File: config.mk
export PLATFORM = sky130hd
export DESIGN_NAME = io_bus_master
export DESIGN_NICKNAME = d
export VERILOG_FILES = /design/src/rtl/io_bus_master.sv
export SDC_FILE = /design/constraint.sdc
export NUM_CORES = 1
export LEC_CHECK = 0
export CORE_MARGIN = 1
export CORE_UTILIZATION = 55
export DETAILED_ROUTE_END_ITERATION = 8
export DONT_BUFFER_PORTS = 1
export GPL_TIMING_DRIVEN = 0
export PLACE_DENSITY = 0.73
export SYNTH_ARGS = -nofsm -noshare
export SYNTH_HDL_FRONTEND = slang
export SYNTH_SLANG_ARGS = --single-unit
File: constraint.sdc
create_clock -name i_clk -period 1.9 [get_ports i_clk]
set_clock_uncertainty 0.1 [all_clocks]
set_input_delay 0.19 -clock i_clk [delete_from_list [all_inputs] [get_ports i_clk]]
set_output_delay 0.19 -clock i_clk [all_outputs]
set_load 0.01 [all_outputs]
File: src/rtl/io_bus_master.sv
// io_bus_master: CPU-side initiator for the 8-bit memory-mapped IO bus.
// Turns a one-cycle request into a timed SETUP / STROBE / HOLD bus cycle and
// reports completion with a one-cycle o_done pulse (read data on o_rdata).
//
// Optional feature macro: IO_WAIT_EN (adds i_ioWaitN / o_timeout; peripheral
// may stretch STROBE, bounded by WAIT_TIMEOUT stretched cycles).
//
// Ports:
//   i_clk, i_resetn          clock, async active-low reset
//   i_req/i_write/i_addr/i_wdata  request, sampled only in IDLE
//   o_busy, o_done, o_rdata  status / completion / read data
//   o_ioSelect, o_ioAddress  peripheral select and address
//   o_ioNOE, o_ioNWE         active-low read / write strobes
//   o_bus, o_busNOE          write data and its active-low bus enable
//   i_bus                    shared data bus (read data)
//   i_ioWaitN, o_timeout     IO_WAIT_EN only
//
// All outputs are registered from the next state, so they line up with the
// FSM state they describe. The done cycle is an IDLE cycle that can accept
// the next request, so back-to-back transfers repeat every
// SETUP+STROBE+HOLD+1 cycles.
module io_bus_master #(
  parameter int SETUP_CYCLES  = 1,
  parameter int STROBE_CYCLES = 2,
  parameter int HOLD_CYCLES   = 1,
  parameter int WAIT_TIMEOUT  = 255
) (
  input  logic       i_clk,
  input  logic       i_resetn,
  input  logic       i_req,
  input  logic       i_write,
  input  logic [7:0] i_addr,
  input  logic [7:0] i_wdata,
  output logic       o_busy,
  output logic       o_done,
  output logic [7:0] o_rdata,
  output logic       o_ioSelect,
  output logic [7:0] o_ioAddress,
  output logic       o_ioNOE,
  output logic       o_ioNWE,
  output logic [7:0] o_bus,
  output logic       o_busNOE,
`ifdef IO_WAIT_EN
  input  logic       i_ioWaitN,
  output logic       o_timeout,
`endif
  input  logic [7:0] i_bus
);

  if (SETUP_CYCLES < 1 || SETUP_CYCLES > 15 || STROBE_CYCLES < 1 ||
      STROBE_CYCLES > 15 || HOLD_CYCLES < 1 || HOLD_CYCLES > 15 ||
      WAIT_TIMEOUT < 1 || WAIT_TIMEOUT > 255) begin : g_bad_params
    $error("io_bus_master: timing parameter out of range");
  end

  // Counters are reloaded with (length-1) and the phase ends when they hit 0.
  localparam logic [3:0] SETUP_LD  = 4'(SETUP_CYCLES - 1);
  localparam logic [3:0] STROBE_LD = 4'(STROBE_CYCLES - 1);
  localparam logic [3:0] HOLD_LD   = 4'(HOLD_CYCLES - 1);

  typedef enum logic [1:0] {IDLE, SETUP, STROBE, HOLD} state_t;

  state_t     state_q, state_n;
  logic [3:0] cnt_q, cnt_n;
  logic       wr_q;
  logic       accept, leave_strobe, wr_nx;

`ifdef IO_WAIT_EN
  localparam logic [7:0] WAIT_MAX = 8'(WAIT_TIMEOUT);
  logic [7:0] wait_q, wait_n;
  logic       abort;
`endif

  always_ff @(posedge i_clk or negedge i_resetn) begin
    if (!i_resetn) begin
      state_q <= IDLE;
      cnt_q   <= '0;
`ifdef IO_WAIT_EN
      wait_q  <= '0;
`endif
    end else begin
      state_q <= state_n;
      cnt_q   <= cnt_n;
`ifdef IO_WAIT_EN
      wait_q  <= wait_n;
`endif
    end
  end

  always_comb begin
    state_n = state_q;
    cnt_n   = cnt_q;
    accept  = 1'b0;
`ifdef IO_WAIT_EN
    wait_n  = wait_q;
`endif
    case (state_q)
      IDLE:
        if (i_req) begin
          accept  = 1'b1;
          state_n = SETUP;
          cnt_n   = SETUP_LD;
        end
      SETUP:
        if (cnt_q != 4'd0) cnt_n = cnt_q - 4'd1;
        else begin
          state_n = STROBE;
          cnt_n   = STROBE_LD;
`ifdef IO_WAIT_EN
          wait_n  = '0;
`endif
        end
      STROBE:
        if (cnt_q != 4'd0) cnt_n = cnt_q - 4'd1;
`ifdef IO_WAIT_EN
        // Stretch only once the nominal strobe has elapsed; abort when the
        // stretch budget is used up.
        else if (!i_ioWaitN && wait_q != WAIT_MAX) wait_n = wait_q + 8'd1;
`endif
        else begin
          state_n = HOLD;
          cnt_n   = HOLD_LD;
        end
      HOLD:
        if (cnt_q != 4'd0) cnt_n = cnt_q - 4'd1;
        else state_n = IDLE;
      default: state_n = IDLE;
    endcase
  end

  assign leave_strobe = (state_q == STROBE) && (state_n == HOLD);
  assign wr_nx        = accept ? i_write : wr_q;
`ifdef IO_WAIT_EN
  assign abort        = leave_strobe && !i_ioWaitN;
`endif

  always_ff @(posedge i_clk or negedge i_resetn) begin
    if (!i_resetn) begin
      wr_q        <= 1'b0;
      o_busy      <= 1'b0;
      o_done      <= 1'b0;
      o_rdata     <= '0;
      o_ioSelect  <= 1'b0;
      o_ioAddress <= '0;
      o_ioNOE     <= 1'b1;
      o_ioNWE     <= 1'b1;
      o_bus       <= '0;
      o_busNOE    <= 1'b1;
`ifdef IO_WAIT_EN
      o_timeout   <= 1'b0;
`endif
    end else begin
      wr_q       <= wr_nx;
      o_busy     <= (state_n != IDLE);
      o_done     <= (state_q == HOLD) && (state_n == IDLE);
      o_ioSelect <= (state_n != IDLE);
      if (accept)                o_ioAddress <= i_addr;
      else if (state_n == IDLE)  o_ioAddress <= '0;
      if (accept && i_write)     o_bus <= i_wdata;
      o_busNOE   <= !((state_n != IDLE) && wr_nx);
      o_ioNOE    <= !((state_n == STROBE) && !wr_nx);
      o_ioNWE    <= !((state_n == STROBE) && wr_nx);
`ifdef IO_WAIT_EN
      o_timeout  <= abort;
      if (leave_strobe && !wr_q) o_rdata <= abort ? 8'hFF : i_bus;
`else
      if (leave_strobe && !wr_q) o_rdata <= i_bus;
`endif
    end
  end

endmodule

==> impl_results.md <==
- XOR/XNOR share of the synthesized area: less than 1%
- WP buf/inv: 1
- Number of fill cells in the layout: 149
- Die ar.: just under 0.003 mm2
- Synth Flop Type: dfrtp_1
- H-tree depth: 2
- Setup WS post-layout: -0.0525 ns
- Global route overflow: 0
- Failing checks: negative setup slack
- Sequential share of the synthesized area: 60.7%
- DR DRC count: 0
- Number of synthesized flops with an enable pin: 0
- Area Growth Syn to Fin: 29.6%
- Critical path class: flip-flop to flip-flop
- Iteration-0 DRC Markers: 8
- Reg area: around 900 um2
- Initial antenna violation count: 0
- Min cycle time layout: just under 2 ns
- Clock Path Buffers: 2
- Peak supply drop: 1.14 mV
- Cells after synthesis: 106
- Async set-or-reset flop fraction in the synthesized netlist: 100%
- Vias: 999
- Critical Path AT: between 2 and 2.5 ns
- Placement Rows: 18
- # port buffers: 0
- Antenna diodes: 0
- TritonCTS clock tree: yes
- Pwr/cell area: 1620 mW/mm2
- Io pins: 58
- Clock transition at path regs: ~0.10 ns
- Share of cells above drive strength 1: between 30% and 40%
- Status: finished with violations
- Post-Synthesis Net Count: approximately 140
- Synth warnings: 0
- Synth Area in Simple Gates: approximately a tenth
- Starting Density: 59.1%
- Max-Cap Viols: 0
- Die H: 54.1 um
- CP max FO: 8
- Vias per Instance: between 5 and 6
- Pleak: ~0.87 nW
- Router iterations before antenna repair: 4
- Total CTS buffers: 5
- Slew Limit Fails: 0
- Slew HR: roughly 66%
- Hpwl dp: about 1.8 mm
- Final wirelength: about 3.1 mm
- Clock Latency Late Sink: ~0.33 ns
- Final setup viols: 8
- # clock sinks: 36
- Synth cell types: 34
- Core Footprint: 0.00252 mm2
- Highest-delay cell along the critical path: or3_4
- Critical path required time: ~2.0 ns
- Fin util: roughly three quarters
- Synth Register Bits: 36
- First-pass GRT wire length: around 4.7 mm
- Worst Setup Start Kind: flip-flop
- Pin count of the biggest net entering global routing: 37
- Compound-Gate Fraction of Synth Area: 11.0%
- Multi-input gate area: 582 um2
- Fin crit share: 103%
- CTS root buf: clkbuf_4
- Syn Area/Cell: around 14 um2
- Vias in the first global route: ~1,000
- Mux cell area share after synthesis: between 10% and 20%
- RSZ-0062 raised after global routing: yes
- Worst-Margin Slew: between 0.5 and 0.6 ns
- Fin. Hold Viols: 0
- Crit path capture type: flip-flop
- WL/cell: around 17 um
- Post-Syn Area: ~0.0015 mm2
- Top Family by Delay on Critical Path: simple AND/OR/NAND/NOR gates
- Final RePlAce weighted congestion: ~0.8
- Worst min-delay path class: input pin to flip-flop
- Final-stage net count: around 170
- Slowest stage delay, CP: 0.43 ns
- Synth Area in Adders: 0.840%
- Largest family of logic cells by synthesized area: multiplexers
- Worst-path cell chain: inv_2, ha_4, or3b_4, or3_4, mux2_4
- Post-route cell area: 0.00193 mm2
- Gr usage total: approximately a quarter
- Dpl cell area: about 0.0015 mm2
- Post-DRT Antenna Nets: 0
- Die W: 54.1 um
- Max Freq: 512 MHz
-- cells by family (layout without fill, tap and decap cells) --
family,count (synthesis),after routing
simple gates,24,24
mux,16,16
flops,36,36
fa+ha+maj,1,1
buf+inv,7,46
compound gates,21,21
xor+xnor,1,1
-- report_power, final --
group	internal, mW	switching, mW
clock network	0.181	0.239
logic	0.668	0.525
registers	1.13	0.383
total	1.98	1.15
-- stage by stage --
stage	TNS, ns	std cells	hold WS [ns]	total power [mW]	setup WS, ns
after global routing	-0.702	175	0.0317	3.33	-0.0935
final	-0.378	175	0.00291	3.12	-0.0525
after global placement	-1.20	136	-0.205	2.43	-0.151
after floorplan	-0.696	106	-0.206	2.28	-0.0869
after CTS	-0.528	175	0.00149	3.05	-0.0736
after detailed placement	-1.43	136	-0.205	2.48	-0.185
-- layer usage --
layer  vias to the layer above  track usage [%]  wire length [um]
met1                       487             27.8              1230
met5                         -                0                 0
li1                        463                -                 -
met2                        43             41.2              1620
met4                         0             10.7                51
met3                         6             7.63               167
-- worst paths after layout --
path                               start          to  slack [ns]  cells after the start
worst min register to register      wr_q     o_ioNWE        0.43                      1
worst min-delay path               i_req  o_ioSelect       0.003                      2
max in group asynchronous       i_resetn     o_ioNWE        1.24                      2
worst max-delay path            cnt_q[1]  o_rdata[5]       -0.05                      5
min in group asynchronous       i_resetn  o_rdata[5]        0.21                      2
worst max register to register  cnt_q[1]  o_rdata[5]       -0.05                      5
-- registers in the layout (all words and copies together) (netlist names), 2 cells and up --
name and flops:
o_bus 8, o_ioAddress 8, o_rdata 8, cnt_q 4, state_q 2
-- repair_timing --
item,4_1_cts,5_1_grt
buffers inserted,4,1
endpoints found under the hold margin,62,0
hold buffers,27,0
resized for setup,3,5
setup endpoints to repair,8,24
pin swaps,1,0
cloned,0,0
-- layout by cell type (no fill, tap or decap), types with 2 or more instances in the layout --
| cell type | count |
|---|---|
| nand2_1 | 6 |
| dlygate4sd3_1 | 26 |
| clkbuf_4 | 5 |
| nor3_1 | 2 |
| a22o_1 | 8 |
| nor3b_1 | 2 |
| inv_2 | 2 |
| buf_4 | 6 |
| nand2b_1 | 2 |
| dfstp_2 | 3 |
| mux2_2 | 8 |
| mux2_4 | 8 |
| a22o_2 | 2 |
| o21ai_0 | 3 |
| and2_1 | 2 |
| dfrtp_1 | 33 |
| clkbuf_1 | 3 |
-- worst register-to-register path: stages, from the launching register on --
cell     delay [ns]
dfrtp_1        0.40
inv_2          0.09
ha_4           0.13
or3b_4         0.37
or3_4          0.43
mux2_4         0.33
-- cell type report --
class	count	share of cell area (%)
sequential	36	46.8
clock buffer	7	2.85
clock inverter	1	0.389
multi-input combinational	63	30.1
inverter	2	0.389
buffer	4	1.04
timing repair buffer	32	16.5
tap	30	1.94
-- cell usage after synthesis (3+ instances only) --
library cell  count  area share (%)
mux2_2            8             6.0
mux2_4            8             8.1
dfstp_2           3             5.3
o21ai_0           3             1.0
dfrtp_1          33              55
nand2_1           6             1.5
a22o_1            8             4.7
Note: power is estimated with default switching activity, not from simulation.
